File: src/rtl/mau_pkg.sv
// Shared definitions for the memory access unit: FSM encoding, access size
// codes and the alignment rule applied when a request is accepted.
package mau_pkg;

  typedef enum logic [2:0] {
    ST_IDLE = 3'd0,
    ST_RD   = 3'd1,
    ST_CAP  = 3'd2,
    ST_WR   = 3'd3,
    ST_RESP = 3'd4
  } mau_state_e;

  localparam logic [1:0] SZ_BYTE = 2'b00;
  localparam logic [1:0] SZ_HALF = 2'b01;
  localparam logic [1:0] SZ_WORD = 2'b10;
  localparam logic [1:0] SZ_ILL  = 2'b11;

  // 1 when the access cannot be performed: illegal size or misaligned lane.
  function automatic logic access_fault(input logic [1:0] size, input logic [1:0] lane);
    logic fault;
    case (size)
      SZ_BYTE: fault = 1'b0;
      SZ_HALF: fault = lane[0];
      SZ_WORD: fault = |lane;
      default: fault = 1'b1;
    endcase
    return fault;
  endfunction

endpackage

File: src/rtl/mau_align.sv
// Combinational lane logic: extracts and extends load data from a memory
// word, and merges right-aligned store data into a word for read-modify-write.
module mau_align
  import mau_pkg::*;
(
  input  logic [1:0]  i_size,
  input  logic        i_unsigned,
  input  logic [1:0]  i_lane,
  input  logic [31:0] i_rword,
  input  logic [31:0] i_wdata,
  output logic [31:0] o_load_data,
  output logic [31:0] o_merge_word
);

  logic [7:0]  w_byte;
  logic [15:0] w_half;
  logic        w_byte_sign;
  logic        w_half_sign;

  // Load path: pick the addressed lane, then zero- or sign-extend it.
  always_comb begin
    w_byte      = i_rword[{i_lane, 3'b000} +: 8];
    w_half      = i_lane[1] ? i_rword[31:16] : i_rword[15:0];
    w_byte_sign = ~i_unsigned & w_byte[7];
    w_half_sign = ~i_unsigned & w_half[15];
    case (i_size)
      SZ_BYTE: o_load_data = {{24{w_byte_sign}}, w_byte};
      SZ_HALF: o_load_data = {{16{w_half_sign}}, w_half};
      default: o_load_data = i_rword;
    endcase
  end

  // Store path: replace only the addressed lane(s) of the word just read.
  always_comb begin
    o_merge_word = i_rword;
    case (i_size)
      SZ_BYTE: o_merge_word[{i_lane, 3'b000} +: 8] = i_wdata[7:0];
      SZ_HALF: begin
        if (i_lane[1]) o_merge_word[31:16] = i_wdata[15:0];
        else           o_merge_word[15:0]  = i_wdata[15:0];
      end
      SZ_WORD: o_merge_word = i_wdata;
      default: o_merge_word = i_rword;
    endcase
  end

endmodule

File: src/rtl/mem_access_unit.sv
// Load/store unit between a CPU request port and a word-wide data memory
// without byte enables. Sub-word stores are done as read-modify-write.
// Handshake: a request is taken on a rising edge where req_valid and
// req_ready are both 1; req_ready is 1 only while idle, and the result is a
// single-cycle rsp_valid pulse whose data/err stay registered afterwards.
module mem_access_unit
  import mau_pkg::*;
#(
  parameter int ADDR_BITS = 10
) (
  input  logic                 Clock,
  input  logic                 Reset_n,
  input  logic                 req_valid,
  output logic                 req_ready,
  input  logic                 req_we,
  input  logic [1:0]           req_size,
  input  logic                 req_unsigned,
  input  logic [31:0]          req_addr,
  input  logic [31:0]          req_wdata,
  output logic [ADDR_BITS-1:0] mem_addr,
  output logic                 mem_re,
  output logic                 mem_we,
  output logic [31:0]          mem_wdata,
  input  logic [31:0]          mem_rdata,
  output logic                 rsp_valid,
  output logic [31:0]          rsp_rdata,
  output logic                 rsp_err,
  output mau_state_e           dbg_state
);

  mau_state_e           r_state;
  mau_state_e           w_next;
  logic                 w_accept;
  logic                 w_fault;
  logic                 w_word_store;
  logic                 r_we;
  logic [1:0]           r_size;
  logic                 r_unsigned;
  logic [1:0]           r_lane;
  logic [31:0]          r_wdata;
  logic [ADDR_BITS-1:0] r_mem_addr;
  logic [31:0]          r_mem_wdata;
  logic [31:0]          r_rsp_rdata;
  logic                 r_rsp_err;
  logic [31:0]          w_load_data;
  logic [31:0]          w_merge_word;

  assign w_accept     = req_valid & (r_state == ST_IDLE);
  assign w_fault      = access_fault(req_size, req_addr[1:0]);
  assign w_word_store = req_we & (req_size == SZ_WORD);

  // State register; reset abandons whatever transaction is in flight.
  always_ff @(posedge Clock or negedge Reset_n) begin
    if (!Reset_n) r_state <= ST_IDLE;
    else          r_state <= w_next;
  end

  // Next-state: faults skip memory, word stores skip the read.
  always_comb begin
    w_next = r_state;
    case (r_state)
      ST_IDLE: begin
        if (w_accept) begin
          if (w_fault)           w_next = ST_RESP;
          else if (w_word_store) w_next = ST_WR;
          else                   w_next = ST_RD;
        end
      end
      ST_RD:   w_next = ST_CAP;
      ST_CAP:  w_next = r_we ? ST_WR : ST_RESP;
      ST_WR:   w_next = ST_RESP;
      ST_RESP: w_next = ST_IDLE;
      default: w_next = ST_IDLE;
    endcase
  end

  mau_align u_align (
    .i_size       (r_size),
    .i_unsigned   (r_unsigned),
    .i_lane       (r_lane),
    .i_rword      (mem_rdata),
    .i_wdata      (r_wdata),
    .o_load_data  (w_load_data),
    .o_merge_word (w_merge_word)
  );

  // Request capture, write word build-up and response registers.
  always_ff @(posedge Clock or negedge Reset_n) begin
    if (!Reset_n) begin
      r_we        <= 1'b0;
      r_size      <= SZ_BYTE;
      r_unsigned  <= 1'b0;
      r_lane      <= 2'b00;
      r_wdata     <= '0;
      r_mem_addr  <= '0;
      r_mem_wdata <= '0;
      r_rsp_rdata <= '0;
      r_rsp_err   <= 1'b0;
    end else begin
      case (r_state)
        ST_IDLE: begin
          if (w_accept) begin
            r_we       <= req_we;
            r_size     <= req_size;
            r_unsigned <= req_unsigned;
            r_lane     <= req_addr[1:0];
            r_wdata    <= req_wdata;
            r_mem_addr <= req_addr[ADDR_BITS+1:2];
            if (w_fault) begin
              r_rsp_rdata <= '0;
              r_rsp_err   <= 1'b1;
            end else if (w_word_store) begin
              r_mem_wdata <= req_wdata;
            end
          end
        end
        ST_CAP: begin
          // mem_rdata is valid here, one cycle after the read strobe.
          if (r_we) begin
            r_mem_wdata <= w_merge_word;
          end else begin
            r_rsp_rdata <= w_load_data;
            r_rsp_err   <= 1'b0;
          end
        end
        ST_WR: begin
          r_rsp_rdata <= '0;
          r_rsp_err   <= 1'b0;
        end
        default: ;
      endcase
    end
  end

  assign req_ready = (r_state == ST_IDLE);
  assign mem_re    = (r_state == ST_RD);
  assign mem_we    = (r_state == ST_WR);
  assign rsp_valid = (r_state == ST_RESP);
  assign mem_addr  = r_mem_addr;
  assign mem_wdata = r_mem_wdata;
  assign rsp_rdata = r_rsp_rdata;
  assign rsp_err   = r_rsp_err;
  assign dbg_state = r_state;

endmodule

File: config.mk
export PLATFORM = sky130hd
export DESIGN_NAME = mem_access_unit
export DESIGN_NICKNAME = d
export VERILOG_FILES = /design/src/rtl/mau_pkg.sv /design/src/rtl/mau_align.sv /design/src/rtl/mem_access_unit.sv
export SDC_FILE = /design/constraint.sdc
export NUM_CORES = 1
export LEC_CHECK = 0
export CAP_MARGIN = 15
export CORE_MARGIN = 5
export CORE_UTILIZATION = 48
export CTS_BUF_LIST = sky130_fd_sc_hd__clkbuf_2 sky130_fd_sc_hd__clkbuf_4 sky130_fd_sc_hd__clkbuf_8
export DETAILED_ROUTE_END_ITERATION = 10
export PLACE_DENSITY = 0.89
export SKIP_LAST_GASP = 1
export SLEW_MARGIN = 20
export SYNTH_ARGS = -nofsm -noshare
export SYNTH_HDL_FRONTEND = slang
export SYNTH_SLANG_ARGS = --single-unit
File: constraint.sdc
create_clock -name Clock -period 6.2 [get_ports Clock]
set_input_delay 1.24 -clock Clock [delete_from_list [all_inputs] [get_ports Clock]]
set_output_delay 1.24 -clock Clock [all_outputs]
set_load 0.01 [all_outputs]
---- Yosys cells after proc, flatten, opt, wreduce, memory -nomap -nowiden ----
Index checks and enable logic that the tools add are counted.
storage, ports and cells
  input bits .............................. 103
  flip-flop bits (word level) ............. 116
  logic and storage cells ................. 67
operators by class
  mux-type cells .......................... 25
  shift-type cells ........................ 3
  bitwise operators ....................... 5
  equal/unequal tests ..................... 14
  add/sub/neg operators ................... 1
  reduce and logical (&&, ||, !) cells .... 9
operators by type and width
  cell                      count
  $mux W32                  7
  $pmux W32 S3              2
  $pmux W32 S2              2
  $mux W16                  3
  $bwmux W32                1
  $shift A8 B7 Y32 const A  1
  $shiftx A32 B6 Y8         1
  $shiftx A8 B7 Y32         1
  $pmux W3 S4               1
  $mux W3                   3
  $neg A5 Y7                1
  $eq A3 B2 Y1 const B      2
  $ne A2 B1 Y1 const B      3
  $ne A2 B2 Y1 const B      3
  $pmux W1 S3               2
  $reduce_and A5 Y1         1
  $and A1 B1 Y1             4
  $eq A2 B1 Y1 const B      2
  $eq A2 B2 Y1 const B      2
  $logic_not A2 Y1          2
  $reduce_and A4 Y1         1
  $eq A3 B1 Y1 const B      1
  $eq A3 B3 Y1 const B      1
  $logic_not A3 Y1          1
  other kinds (7)           9

---- Logic depth before layout (Yosys ltp) ----
  depth after elaboration ................. 6
  mapped depth ............................ 9
  mapped depth without buffers ............ 6

---- Cells and area by module ----
From an unflattened synthesis, not the netlist that was laid out.
second synthesis, totals
  cells, all modules ...................... 578
  area, all modules ....................... 6,756.5 um2
by module, submodules not included
  module           area each (um2)  cells an instance  instances  sequential area each (um2)
  mem_access_unit  4,815.9          316                1          2,902.8
  mau_align        1,940.6          262                1          0.0

---- Worst setup path after synthesis ----
Ideal clock, no wire load.
  kind .................................... input-to-reg
  from .................................... in req_size[0]
  to ...................................... reg r_mem_wdata[25], in the netlist mem_wdata[25]
  arrival time ............................ 2.434 ns
  required time ........................... 6.079 ns
  cell stages on the path ................. 6
  setup slack ............................. 3.645 ns
  cells stage by stage .................... nor3_1 -> a21boi_1 -> or2_2 -> clkbuf_1 -> buf_2 -> a22o_1
on the way
  longest elaborated chain between the ends .. 4
  elaborated cells on any way between the ends .. 8
RTL lines
  item                                                    line                                  text
  start, declared                                         mem_access_unit.sv:16                 input logic [1:0] req_size,
  $eq A2 B2 Y1, or another cell as far along              mau_pkg.sv:21, mem_access_unit.sv:50
  $pmux W1 S3 or $and A1 B1 Y1 (tied branches)            mau_pkg.sv:21, mem_access_unit.sv:50
  $ne A2 B2 Y1 (no line) or $ne A2 B1 Y1 (tied branches)  n/a
  $reduce_and A5 Y1 (no line) (*)                         n/a
  end signal, assigned                                    mem_access_unit.sv:113                r_mem_wdata <= req_wdata;
  end signal, assigned                                    mem_access_unit.sv:120                r_mem_wdata <= w_merge_word;
  end, declared                                           mem_access_unit.sv:42                 logic [31:0] r_mem_wdata;
Every way passes the cells marked *; elsewhere a longest branch is shown, timed or not.
A chain may end at the register's enable or synchronous reset.

---- Worst setup path after layout ----
  from .................................... in req_size[0]
  to ...................................... reg r_rsp_rdata[1], in the netlist rsp_rdata[1]
on the way
  longest elaborated chain between the ends .. 4
  elaborated cells on any way between the ends .. 6
RTL lines
  item                                        line                    text
  $eq A2 B2 Y1, or another cell as far along  mau_pkg.sv:21           case (size)
  $pmux W1 S3 (*)                             mau_pkg.sv:21
  $ne A2 B1 Y1 (no line) (*)                  n/a
  $reduce_and A4 Y1 (no line) (*)             n/a
  end signal, assigned                        mem_access_unit.sv:122  r_rsp_rdata <= w_load_data;
  end, declared                               mem_access_unit.sv:43   logic [31:0] r_rsp_rdata;
Marks and branches as above.

==> flow_metrics.tcl <==
set metrics [dict create \
    grt_max_degree 70 \
    cp-start-kind "primary input" \
    drv_slew 0 \
    path_clk_slew_ps 60 \
    ys_warn_count 0 \
    ys_ff_latch 116 \
    setup_viol 0 \
    htreeDepth 4 \
    rsz0062_at_grt "no" \
    num_antenna_cells 0 \
    fmax_mhz 303 \
    row_count 41 \
    combPwrFrac_pct 50.1 \
    crit_type "in2reg" \
    finalNetCount 919 \
    root_buffer "clkbuf_8" \
    syn_area_mm2 0.00622 \
    yosysMostFrequentCell "nand2_1" \
    finalSetupTns_ps 0 \
    tightest_slew_ps 1130 \
    synth.distinct_cells 57 \
    io_pins 185 \
    drive_above_1_share_pct 8.99 \
    postSynthAreaPerCell_um2 9.21 \
    worst_slack_ps 2900 \
    wl_per_cell_um 20.4 \
    pwr-share-seq_pct 33.2 \
    p_switching_mw 1.68 \
    drv_cap 0 \
    grt.total_usage_pct 27.2 \
    synth-main-ff-cell "dfrtp_1" \
    ys_async_sr_fraction_pct 100 \
    clk_latency_ps 450 \
    ys_seq_area_share_pct 46.6 \
    p_sw_share_pct 42.0 \
    pre_cts_ws_ps 2460 \
    power_leakage_nw 3.57 \
    r2r_cells 7 \
    ant_nets 0 \
    cts.sink_count 116 \
    placed_cells 964 \
    fin_skew_ps 7.84 \
    min_period_ps 3300 \
    grt_pass1_vias 5833 \
    numCtsBuffers 17 \
    port_buffers 164 \
    start_util_pct 49.1 \
    endpoint_kind "flop" \
    drtIter0Drc 684 \
    relSlewSlack_pct 24.6 \
    cts_setup_buffers 0 \
    ctsResizeCount 0 \
    hp-class "reg2reg" \
    core_area_mm2 0.0127 \
    power_mw 4.00 \
    synth_fp_nets 784 \
    fp.dieArea_mm2 0.0153 \
    vias 6113 \
    gp_congestion 0.928 \
    synth_top_area_cell "dfrtp_1" \
    finalCritPeriodShare_pct 53.2 \
    powerDensity_mw_per_mm2 482 \
    wirelength_um 20300 \
    die_h_um 124 \
    antenna_found_initial 0 \
    critPathArrivalTime_ps 3630 \
    irDropWorstVdd_mv 0.215 \
    die_w_um 124 \
    area_growth_pct 33.3 \
    p_int_mw 2.32 \
    drt_pass1_iterations 8 \
    hold_buffers 0 \
    synthTopCellsByArea "dfrtp_1, nand2_1, a221oi_1" \
    finalNonFillerCells 995 \
    grt_pass1_wl_um 32000 \
    synth_commonest_cells "nand2_1, dfrtp_1, nor2_1" \
    yosysTopAreaCellShare_pct 46.6 \
    clockBufferDepth 2 \
    whs_path_depth 2 \
    overflow 0 \
    cts_tree "yes" \
    vias_per_cell 6.14 \
    cp_max_fo 25 \
    synth_cells 676 \
    crit_required_ps 6530 \
    status "finished, final reports clean" \
    synth_edf_count 0 \
    drcViolationCount 0 \
    p_clk_share_pct 16.7 \
    place_hpwl_um 14400 \
    hold_viol_final 0 \
    utilization_pct 65.5 \
]
## power groups by stage
stage | registers (mW) | logic [mW] | clock network [mW]
floorplan | 1.33 | 1.17 | 0
global placement | 1.32 | 1.94 | 0
detailed placement | 1.33 | 1.98 | 0
CTS | 1.32 | 2.00 | 0.673
global route | 1.36 | 2.18 | 0.714
finish | 1.33 | 2.01 | 0.668
## path summary, 6_finish.rpt
check                                endpoint  slack, ps        start
min in group asynchronous         mem_addr[6]        890      Reset_n
worst min register to register    r_wdata[28]        480  r_wdata[28]
worst min-delay path              r_wdata[28]        480  r_wdata[28]
worst max register to register  mem_wdata[24]       3470    r_lane[1]
worst max-delay path             rsp_rdata[1]       2900  req_size[0]
max in group asynchronous       rsp_rdata[28]       4170      Reset_n
## critical path: stages
cell             delay, ps
clkdlybuf4s50_1        440
nor3_1                 380
or2_2                  210
o21a_1                 730
inv_2                  280
mux2_2                 350
## sequential cells by signal, indices dropped and copies added (netlist names)
name,cells
r_unsigned,1
r_wdata,32
r_we,1
r_size,2
rsp_rdata,32
dbg_state,3
mem_addr,10
rsp_err,1
mem_wdata,32
r_lane,2
## logic make-up after synthesis
group / share of synthesized area, %
AO/OA/AOI/OAI: 24.5
AND/OR/NAND/NOR: 19.6
multiplexers: 3.68
buffers and inverters: 4.62
flip-flops: 46.6
adder cells (fa/ha/maj): 1.01
## placed cells by master, fill, tap and decap left out, types with 3 or more instances in the layout
master / count
a2111oi_0: 3
a21o_1: 7
a21oi_1: 15
a221o_1: 16
a221oi_1: 30
a22o_1: 9
a31o_2: 7
a31oi_1: 6
a32o_1: 8
a41oi_1: 7
and3b_1: 5
buf_4: 10
clkbuf_4: 3
clkbuf_8: 25
clkdlybuf4s50_1: 163
clkinv_2: 3
dfrtp_1: 116
ha_1: 5
inv_1: 12
mux2_2: 9
mux2i_1: 6
mux4_2: 3
nand2_1: 142
nand2b_1: 14
nand3_1: 9
nand3b_1: 4
nor2_1: 43
nor2b_1: 15
nor3_1: 12
nor3b_1: 3
o211ai_1: 10
o21a_1: 4
o21ai_0: 33
o221ai_1: 5
o22ai_1: 7
o31ai_1: 23
or2_2: 4
or3b_2: 3
## per-layer routing
layer / track usage, % / vias to the layer above / share of wire, %
li1: - / 2752 / -
met4: 9.34 / 0 / 3.1
met3: 5.90 / 49 / 9.8
met1: 37.8 / 2953 / 41
met5: 0 / - / 0
met2: 42.2 / 359 / 46
## per-stage QoR
stage	cell area [µm²]	hold WS (ps)
finish	8300	478
global route	8300	494
CTS	8300	478
detailed placement	7920	461
global placement	7920	455
floorplan	6220	439
## area by class of cell
cell class              instances  area, µm²
clock inverters                 3       15.0
multi-input cells             490       3040
well taps                     172        215
fillers                      1043       4370
inverters                      13       48.8
repair buffers                173       1710
flip-flops and latches        116       2900
clock buffers                  28        367
No activity file was read; power rests on OpenSTA's default activity.
